$ cat src/rtl/strand_suspend_controller_pkg.sv
// Shared constants for the strand suspend/resume sequencer.
package strand_suspend_controller_pkg;

  localparam int NUM_STRANDS_DEF = 4;
  localparam int STRAND_ID_W_DEF = 2;

  localparam logic [1:0] ST_RUN   = 2'd0;
  localparam logic [1:0] ST_WAIT  = 2'd1;
  localparam logic [1:0] ST_READY = 2'd2;

  localparam logic [31:0] COUNT_SAT = 32'hFFFF_FFFF;

endpackage

$ cat src/rtl/strand_suspend_controller_rr_arbiter.sv
// Combinational round-robin pick: first requester strictly after pointer, wrapping.
module rr_arbiter #(
  parameter int WIDTH = 4,
  parameter int ID_W  = 2
) (
  input  logic [WIDTH-1:0] request,
  input  logic [ID_W-1:0]  pointer,
  output logic             grant_valid,
  output logic [ID_W-1:0]  grant_index
);

  logic [ID_W-1:0] cand;

  // WIDTH is a power of two, so ID_W-bit addition wraps naturally.
  always_comb begin
    grant_valid = 1'b0;
    grant_index = '0;
    cand        = '0;
    for (int k = 1; k <= WIDTH; k++) begin
      cand = pointer + ID_W'(k);
      if (!grant_valid && request[cand]) begin
        grant_valid = 1'b1;
        grant_index = cand;
      end
    end
  end

endmodule

$ cat src/rtl/strand_suspend_controller.sv
// Per-strand park/wake/resume sequencing with round-robin release,
// suspended-cycle accounting and a sticky protocol-error flag.
//
//   state | meaning
//   RUN   | strand issuing, strand_enable high
//   WAIT  | parked, waiting for dcache/store-buffer wake
//   READY | woken, requesting release from the arbiter
module strand_suspend_controller
  import strand_suspend_controller_pkg::*;
#(
  parameter int NUM_STRANDS = NUM_STRANDS_DEF,
  parameter int STRAND_ID_W = STRAND_ID_W_DEF
) (
  input  logic                   clk,
  input  logic                   reset,
  input  logic [STRAND_ID_W-1:0] wb_strand,
  input  logic                   wb_rollback_request,
  input  logic                   wb_suspend_request,
  input  logic                   wb_retry,
  input  logic [NUM_STRANDS-1:0] dcache_resume_strands,
  input  logic [NUM_STRANDS-1:0] stbuf_resume_strands,
  output logic [NUM_STRANDS-1:0] strand_enable,
  output logic                   resume_valid,
  output logic [STRAND_ID_W-1:0] resume_strand,
  output logic [31:0]            suspended_cycle_count,
  output logic                   protocol_error
);

  logic [1:0]             state_q [NUM_STRANDS];
  logic [1:0]             state_d [NUM_STRANDS];
  logic [NUM_STRANDS-1:0] wake;
  logic [NUM_STRANDS-1:0] request;
  logic [NUM_STRANDS-1:0] enable_q;
  logic [STRAND_ID_W-1:0] pointer_q;
  logic [STRAND_ID_W-1:0] resume_strand_q;
  logic                   resume_valid_q;
  logic                   error_q;
  logic [31:0]            count_q;
  logic [31:0]            count_d;
  logic [32:0]            count_sum;
  logic [STRAND_ID_W:0]   not_run;
  logic                   park;
  logic                   park_ok;
  logic                   error_now;
  logic                   grant_valid;
  logic [STRAND_ID_W-1:0] grant_index;

  assign wake = dcache_resume_strands | stbuf_resume_strands;
  assign park = wb_suspend_request & wb_rollback_request & ~wb_retry;

  always_comb begin
    park_ok   = park && (state_q[wb_strand] == ST_RUN);
    error_now = (wb_suspend_request && !wb_rollback_request)
             || (wb_suspend_request && wb_retry)
             || (park && (state_q[wb_strand] != ST_RUN));
  end

  always_comb begin
    request = '0;
    not_run = '0;
    for (int i = 0; i < NUM_STRANDS; i++) begin
      request[i] = (state_q[i] == ST_READY);
      if (state_q[i] != ST_RUN) not_run = not_run + 1'b1;
    end
  end

  rr_arbiter #(
    .WIDTH (NUM_STRANDS),
    .ID_W  (STRAND_ID_W)
  ) u_rr_arbiter (
    .request     (request),
    .pointer     (pointer_q),
    .grant_valid (grant_valid),
    .grant_index (grant_index)
  );

  // A wake arriving with the park goes straight to READY so it is not lost.
  always_comb begin
    for (int i = 0; i < NUM_STRANDS; i++) begin
      state_d[i] = state_q[i];
      case (state_q[i])
        ST_RUN: begin
          if (park_ok && (wb_strand == STRAND_ID_W'(i)))
            state_d[i] = wake[i] ? ST_READY : ST_WAIT;
        end
        ST_WAIT: begin
          if (wake[i]) state_d[i] = ST_READY;
        end
        ST_READY: begin
          if (grant_valid && (grant_index == STRAND_ID_W'(i))) state_d[i] = ST_RUN;
        end
        default: state_d[i] = ST_RUN;
      endcase
    end
  end

  always_comb begin
    count_sum = {1'b0, count_q} + {{(32 - STRAND_ID_W){1'b0}}, not_run};
    count_d   = count_sum[32] ? COUNT_SAT : count_sum[31:0];
  end

  always_ff @(posedge clk or negedge reset) begin
    if (!reset) begin
      for (int i = 0; i < NUM_STRANDS; i++) state_q[i] <= ST_RUN;
      enable_q        <= '1;
      pointer_q       <= STRAND_ID_W'(NUM_STRANDS - 1);
      resume_valid_q  <= 1'b0;
      resume_strand_q <= '0;
      error_q         <= 1'b0;
      count_q         <= '0;
    end else begin
      for (int i = 0; i < NUM_STRANDS; i++) begin
        state_q[i]  <= state_d[i];
        enable_q[i] <= (state_d[i] == ST_RUN);
      end
      resume_valid_q <= grant_valid;
      if (grant_valid) begin
        pointer_q       <= grant_index;
        resume_strand_q <= grant_index;
      end
      if (error_now) error_q <= 1'b1;
      count_q <= count_d;
    end
  end

  assign strand_enable         = enable_q;
  assign resume_valid          = resume_valid_q;
  assign resume_strand         = resume_strand_q;
  assign suspended_cycle_count = count_q;
  assign protocol_error        = error_q;

endmodule

$ cat config.mk
export PLATFORM = sky130hd
export DESIGN_NAME = strand_suspend_controller
export DESIGN_NICKNAME = d
export VERILOG_FILES = /design/src/rtl/strand_suspend_controller_pkg.sv /design/src/rtl/strand_suspend_controller_rr_arbiter.sv /design/src/rtl/strand_suspend_controller.sv
export SDC_FILE = /design/constraint.sdc
export NUM_CORES = 1
export LEC_CHECK = 0
export ABC_AREA = 1
export CORE_MARGIN = 2
export CORE_UTILIZATION = 35
export CTS_BUF_LIST = sky130_fd_sc_hd__clkbuf_2 sky130_fd_sc_hd__clkbuf_4 sky130_fd_sc_hd__clkbuf_8
export CTS_CLUSTER_SIZE = 20
export DETAILED_ROUTE_END_ITERATION = 12
export PLACE_DENSITY = 0.59
export SETUP_SLACK_MARGIN = 0.02
export SYNTH_ARGS = -nofsm -noshare
export SYNTH_HDL_FRONTEND = slang
export SYNTH_SLANG_ARGS = --single-unit
$ cat constraint.sdc
create_clock -name clk -period 3.5 [get_ports clk]
set_input_delay 0.7 -clock clk [delete_from_list [all_inputs] [get_ports clk]]
set_output_delay 0.7 -clock clk [all_outputs]
set_load 0.01 [all_outputs]
==> impl_metrics.py, run 1 <==
metrics = {
    "run_status": {
        "status": "completed",
    },
    "drt": {
        "drc_errors": 0,
        "dr_total_vias": 2727,
        "dr.pass1.iters": 4,
        "routedWlPerCell_um": 12.8,
        "viasPerCell": 4.83,
        "ant_nets": 0,
        "drt_wl_total_um": 7230,
        "drtIter0Drc": 89,
    },
    "yosys": {
        "yosys-top-cells-area": "dfrtp_1, nand2_1, nand3_1",
        "syn_area_um2": 3040,
        "synth_cells": 395,
        "yosysUniqueCellTypes": 44,
        "async_reset_ff_share_pct": 100,
        "syn_nets": 416,
        "synthAdderAreaFrac_pct": 2.72,
        "synth_top_family_by_area": "simple AND/OR/NAND/NOR gates",
        "synthFlopType": "dfrtp_1",
        "ys_seq_area_share_pct": 41.5,
        "synth.top_cell.area_share_pct": 36.3,
        "synth_mux_area_share_pct": 0,
        "synth-xor-area-share_pct": 3.17,
        "synthSimpleGateAreaFrac_pct": 40.4,
        "syn_avg_cell_area_um2": 7.69,
        "synth_top_cell_by_area": "dfrtp_1",
        "ys_ff_latch": 50,
        "yosysWarningCount": 0,
        "synth-compound-area-share_pct": 4.78,
        "synth-edff-count": 0,
    },
    "clock_network": {
        "cts_tree": "yes",
        "clk-insertion-delay-late_ps": 300,
        "cts_root_buf": "clkbuf_8",
        "cts_htree_levels": 2,
        "numCtsBuffers": 5,
        "clk_pin_slew_worst_paths_ps": 100,
        "clkSinkCount": 50,
        "cts_buffer_depth": 2,
    },
    "layout": {
        "fillCellCount": 828,
        "drive_gt1_share_pct": 15.4,
        "final_nets": 480,
        "area_growth_pct": 27.6,
        "n_antenna_cell": 0,
        "seqCellArea_um2": 1260,
        "multi_input_area_um2": 1610,
    },
    "floorplanning": {
        "die_x_um": 97.1,
        "initial_utilization_pct": 36.6,
        "io_pins": 55,
        "core_um2": 8300,
        "die_h_um": 97.1,
        "rows": 33,
        "dieArea_um2": 9440,
    },
    "worst_setup_path": {
        "r2r-start": "state_q[5]$_DFF_PN0_",
        "crit_type": "register to register",
        "crit_buf_inv": 5,
        "crit_family": "simple AND/OR/NAND/NOR gates",
        "critPathSlowestCell": "dfrtp_1",
        "cp.required_ps": 3750,
        "start_kind": "register",
        "path_cells": "nor2_2 > inv_2 > ha_4 > and2_4 > nor2_2 > ha_1 > inv_1 > o21ai_2 > inv_1 > fa_2 > inv_1 > nand2_1 > a21oi_4 > nand2_4 > nor2_4 > inv_2 > nor2_8 > nand4_2 > or2_0 > nand3_1",
        "crit_path_max_incr_delay_ps": 430,
        "crit_top_cell": "inv_1",
        "worstPathMaxFanout": 7,
        "startpoint": "state_q[5]$_DFF_PN0_",
        "arrival_ps": 3500,
        "end_kind": "register",
    },
    "pwr": {
        "power.density_nw_per_um2": 584,
        "p_leak_nw": 1.82,
        "peakVddDrop_mv": 0.215,
        "power_mw": 2.26,
    },
    "sta": {
        "worst_slew_pin_slew_ps": 661,
        "min_period_ps": 3260,
        "rsz0062_at_grt": "no",
        "tns_ps": 0,
        "fmax_ghz": 0.307,
        "skew_ps": 9.66,
        "slew_violations": 0,
        "hold_violations": 0,
        "relSlewSlack_pct": 55.6,
        "setup_violations": 0,
        "min_period_over_period_pct": 93.1,
    },
    "global_route": {
        "grt_antenna_before_repair": 0,
        "gr-total-overflow": 0,
        "grt_pass1_wl_um": 12200,
        "grt_pass1_vias": 2686,
        "grt_start_max_net_pins": 30,
        "globalRouteTotalUtil_pct": 15.4,
    },
    "worst_hold_path": {
        "hold_path.class": "primary input to asynchronous set/reset pin",
    },
    "placed_design": {
        "place_congestion": 0.862,
        "port_buffers": 54,
        "post-dp-hpwl_um": 5530,
    },
    "run": {
        "maxCapViolations": 0,
    },
}
==> cells in the final DEF (no fill, tap or decap), types with 2 or more instances in the layout <==
master	n
clkdlybuf4s50_1	53
ha_1	4
nand2_1	103
nor2_2	7
nor4_1	2
nand4_4	2
or2_2	6
nand2_2	6
o21ai_0	8
and2_1	3
nand4_1	5
inv_1	44
o31ai_1	2
nor2_1	28
clkbuf_8	6
xor2_1	8
dfrtp_1	44
nor3_1	15
nand3_1	52
buf_4	5
nor2_4	4
a21oi_1	4
dfstp_2	6
nand4_2	2
inv_2	9
or2_0	2
xnor2_1	3
nand3_2	3
==> worst register-to-register path, stage by stage, from the launching register on <==
cell and delay, ps:
dfrtp_1 430, nor2_2 160, inv_2 70, ha_4 270, and2_4 140, nor2_2 40, ha_1 260, inv_1 40
o21ai_2 140, inv_1 80, fa_2 360, inv_1 60, nand2_1 90, a21oi_4 180, nand2_4 80, nor2_4 140
inv_2 80, nor2_8 180, nand4_2 100, or2_0 210, nand3_1 60
==> state kept, by name (all words and copies together), names as in the netlist <==
signal	cells
suspended_cycle_count	32
state_q	8
strand_enable	4
pointer_q	2
resume_strand	2
protocol_error	1
resume_valid	1
==> worst paths after layout <==
kind	end	slack, ps	depth (start not counted)
setup / recovery	suspended_cycle_count[28]$_DFF_PN0_	240	20
hold / removal	suspended_cycle_count[17]$_DFF_PN0_	350	1
setup reg to reg	suspended_cycle_count[28]$_DFF_PN0_	240	20
hold reg to reg	protocol_error$_DFFE_PN0P_	480	1
max in group asynchronous	strand_enable[3]$_DFF_PN1_	2320	2
min in group clk	protocol_error$_DFFE_PN0P_	480	1
==> cells by family after synthesis <==
logic type	Yosys count
AND/OR/NAND/NOR	248
buffers and inverters	57
flip-flops	50
AO/OA/AOI/OAI	23
XOR/XNOR	11
adder cells (fa/ha/maj)	6
==> Yosys cell counts, drive strengths merged (3+ instances only) <==
library cell,number
nand4,8
nor4,3
dfstp,6
nor2,40
ha,5
a21oi,5
dfrtp,44
xnor2,3
inv,54
buf,3
xor2,8
nor3,16
nand2,110
and2,4
o21ai,10
or2,8
nand3,56
==> layer usage <==
metal / vias up / GRT usage, % / wire length (um)
li1: 1404 / - / -
met1: 1270 / 19.8 / 3330
met2: 51 / 26.5 / 3600
met3: 2 / 3.31 / 270
met4: 0 / 3.47 / 23
met5: - / 0 / 0
==> metrics by stage <==
step | std cells | instance area [um2] | utilization [%] | setup WS [ps] | hold slack [ps]
finish | 565 | 3880 | 46.7 | 242 | 354
global placement | 554 | 3700 | 44.6 | 159 | 442
global route | 565 | 3880 | 46.7 | 34.9 | 383
floorplan | 395 | 3040 | - | 327 | 404
CTS | 562 | 3800 | 45.8 | 80.9 | 378
detailed placement | 554 | 3700 | 44.6 | 49.3 | 453
==> power by group <==
group          internal (mW)  leakage [nW]  total (mW)  switching [mW]
sequential             0.706         0.653       0.798          0.0918
combinational          0.451          1.12        1.10           0.646
clock                  0.168        0.0517       0.369           0.201
total                   1.33          1.82        2.26           0.939
==> area by class of cell <==
cell class                 count  area share (%)
timing repair buffer          59            14.8
sequential                    50            32.5
clock buffer                   7            2.32
tap                          105            3.39
clock inverter                 1           0.129
inverter                      54            5.29
multi-input combinational    289            41.6
==> repair_timing <==
item / 4_1_cts / 5_1_grt
endpoints found under the setup margin: 4 / 32
hold buffers: 0 / 0
gates resized for setup: 1 / 13
pin swaps: 0 / 3
cloned: 0 / 1
setup buffers: 0 / 2
Note: power is estimated with default switching activity, not from simulation.
==> run 2: changes to the inputs <==
- HOLD_SLACK_MARGIN: default -> 0.15
==> results of run 2 <==
The final DEF is identical to that of run 1; final timing and power are the same.
==> run 3: changes to the inputs <==
- ABC_AREA: 1 -> default
==> impl_metrics.py, run 3 <==
metrics = {
    "sta": {
        "relSlewSlack_pct": 41.7,
        "hold_violations": 0,
        "min_period_over_period_pct": 92.2,
        "worst_slew_pin_slew_ps": 874,
        "slew_violations": 0,
        "fmax_ghz": 0.310,
        "skew_ps": 6.72,
        "setup_violations": 0,
        "tns_ps": 0,
        "rsz0062_at_grt": "no",
        "min_period_ps": 3230,
    },
    "yosys": {
        "synthFlopType": "dfrtp_1",
        "synth.top_cell.area_share_pct": 37.5,
        "syn_avg_cell_area_um2": 9.59,
        "syn_nets": 327,
        "post-synth-top-count-cell": "dfrtp_1",
        "ys_seq_area_share_pct": 42.9,
        "yosysUniqueCellTypes": 58,
        "synth_top_cell_by_area": "dfrtp_1",
        "yosysWarningCount": 0,
        "yosys-top-cells-area": "dfrtp_1, dfstp_2, nand2_1",
        "synthTopCellsByCount": "dfrtp_1, nand2_1, nand3_1",
        "async_reset_ff_share_pct": 100,
        "syn_area_um2": 2940,
        "ys_ff_latch": 50,
        "synth-edff-count": 0,
        "synth_cells": 306,
    },
    "worst_setup_path": {
        "arrival_ps": 3410,
        "worstPathMaxFanout": 9,
        "end_kind": "register",
        "critPathSlowestCell": "dfrtp_1",
        "crit_top_cell": "ha_1",
        "crit_path_max_incr_delay_ps": 420,
        "crit_type": "register to register",
        "path_cells": "nor2_2 > inv_1 > ha_1 > xnor2_2 > ha_1 > o21ai_0 > xnor2_1 > ha_1 > nor2b_1 > buf_4 > o211ai_2 > o21ai_0 > mux2_1",
        "cp.required_ps": 3690,
        "start_kind": "register",
    },
    "drt": {
        "ant_nets": 0,
        "dr.pass1.iters": 4,
        "drtIter0Drc": 86,
        "dr_total_vias": 2593,
        "drc_errors": 0,
        "viasPerCell": 5.58,
        "drt_wl_total_um": 7320,
        "routedWlPerCell_um": 15.7,
    },
    "layout": {
        "stdcell_area_um2": 3700,
        "final_cell_mix": "clkdlybuf4s50_1, dfrtp_1, nand2_1",
        "drive_gt1_share_pct": 10.6,
        "n_antenna_cell": 0,
        "area_growth_pct": 25.9,
        "final_cells": 465,
        "largest_register_ffs": 32,
        "layout_commonest_cell": "clkdlybuf4s50_1",
        "fin_util_pct": 45.2,
        "final_nets": 380,
    },
    "run_status": {
        "status": "completed",
    },
    "global_route": {
        "grt_antenna_before_repair": 0,
        "grt_start_max_net_pins": 39,
        "gr-total-overflow": 0,
        "grt_pass1_wl_um": 12100,
        "globalRouteTotalUtil_pct": 16.8,
        "grt_pass1_vias": 2521,
    },
    "run": {
        "maxCapViolations": 0,
    },
    "clock_network": {
        "clk_pin_slew_worst_paths_ps": 100,
        "hold_buffers": 0,
        "clk-insertion-delay-late_ps": 300,
        "cts_buffer_depth": 2,
        "cts_htree_levels": 2,
        "cts_root_buf": "clkbuf_8",
        "clkSinkCount": 50,
        "cts_tree": "yes",
        "numCtsBuffers": 5,
    },
    "floorplanning": {
        "rows": 33,
        "initial_utilization_pct": 35.9,
        "die_x_um": 95.6,
        "io_pins": 55,
        "core_um2": 8180,
        "dieArea_um2": 9140,
        "die_h_um": 95.6,
    },
    "pwr": {
        "power_mw": 1.44,
        "power.density_nw_per_um2": 389,
        "p_leak_nw": 1.61,
        "peakVddDrop_mv": 0.224,
    },
    "placed_design": {
        "numPlacedInstances": 457,
        "place_congestion": 0.846,
        "placed_area_um2": 3570,
        "post-dp-hpwl_um": 5230,
        "port_buffers": 54,
    },
    "worst_hold_path": {
        "hold_path.class": "register to register",
    },
}
run 3: changes by cell type after synthesis, moves of 10 or more:
cell,change
and3_1,+10
nand3_1,-36
a21oi_1,+13
nand2_1,-79
nor2_1,-15
inv_1,-39
run 3: worst paths after layout:
path	endpoint	slack, ps	startpoint	cells past startpoint
max	suspended_cycle_count[27]$_DFF_PN0_	270	state_q[7]$_DFF_PN0_	13
min	protocol_error$_DFFE_PN0P_	460	protocol_error$_DFFE_PN0P_	1
max reg2reg	suspended_cycle_count[27]$_DFF_PN0_	270	state_q[7]$_DFF_PN0_	13
min reg2reg	protocol_error$_DFFE_PN0P_	460	protocol_error$_DFFE_PN0P_	1
max in group asynchronous	strand_enable[0]$_DFF_PN1_	2220	reset	2
min in group asynchronous	state_q[2]$_DFF_PN0_	500	reset	1
run 3: per-stage QoR:
stage,hold WS (ps),worst slack [ps]
2_1_floorplan,404,442
3_3_place_gp,445,283
3_5_place_dp,443,195
4_1_cts,469,160
5_1_grt,500,71.9
6_report,463,273
run 3: cell families (layout without fill, tap and decap cells):
family	Yosys count	after routing	synth area share, %
muxes	10	10	4.13
AOI/OAI and AO/OA	75	75	16.5
adders and majority gates	6	6	2.81
and+or+nand+nor	137	137	27.8
DFF	50	50	42.9
xor gates and xnor gates	9	9	2.69
buffers and inverters	19	73	3.15
run 3: what timing repair did:
item	4_1_cts	5_1_grt
resized for setup	0	4
setup buffers	0	0
endpoints found under the setup margin	0	13
run 3: report_power, final:
part           internal, mW  switching [mW]  total [mW]
clock network         0.230           0.198       0.428
logic                 0.156           0.131       0.287
registers             0.645          0.0796       0.725
run 3: cell type report:
cell class                 instances  area, um2
clock buffer                       7       83.8
clock inverter                     1       30.0
multi-input combinational        237       1600
fill                             792       4480
tap                              105        131
sequential                        50       1260
timing repair buffer              59        573
inverter                           6       22.5
run 3: per-layer routing:
metal	GRT usage (%)	vias to the layer above	wire length, um
met1	22.4	1260	3410
met5	0	-	0
li1	-	1253	-
met3	3.32	8	399
met4	4.88	0	83
met2	27.6	72	3420
run 3: critical path, delay by kind of cell, from the launching register on:
family	cells	cell delay [ps]
AO/OA/AOI/OAI	3	590
XOR/XNOR	2	420
adder cells (fa/ha/maj)	3	810
buffers and inverters	2	220
flip-flops	1	420
multiplexers	1	310
AND/OR/NAND/NOR	2	330
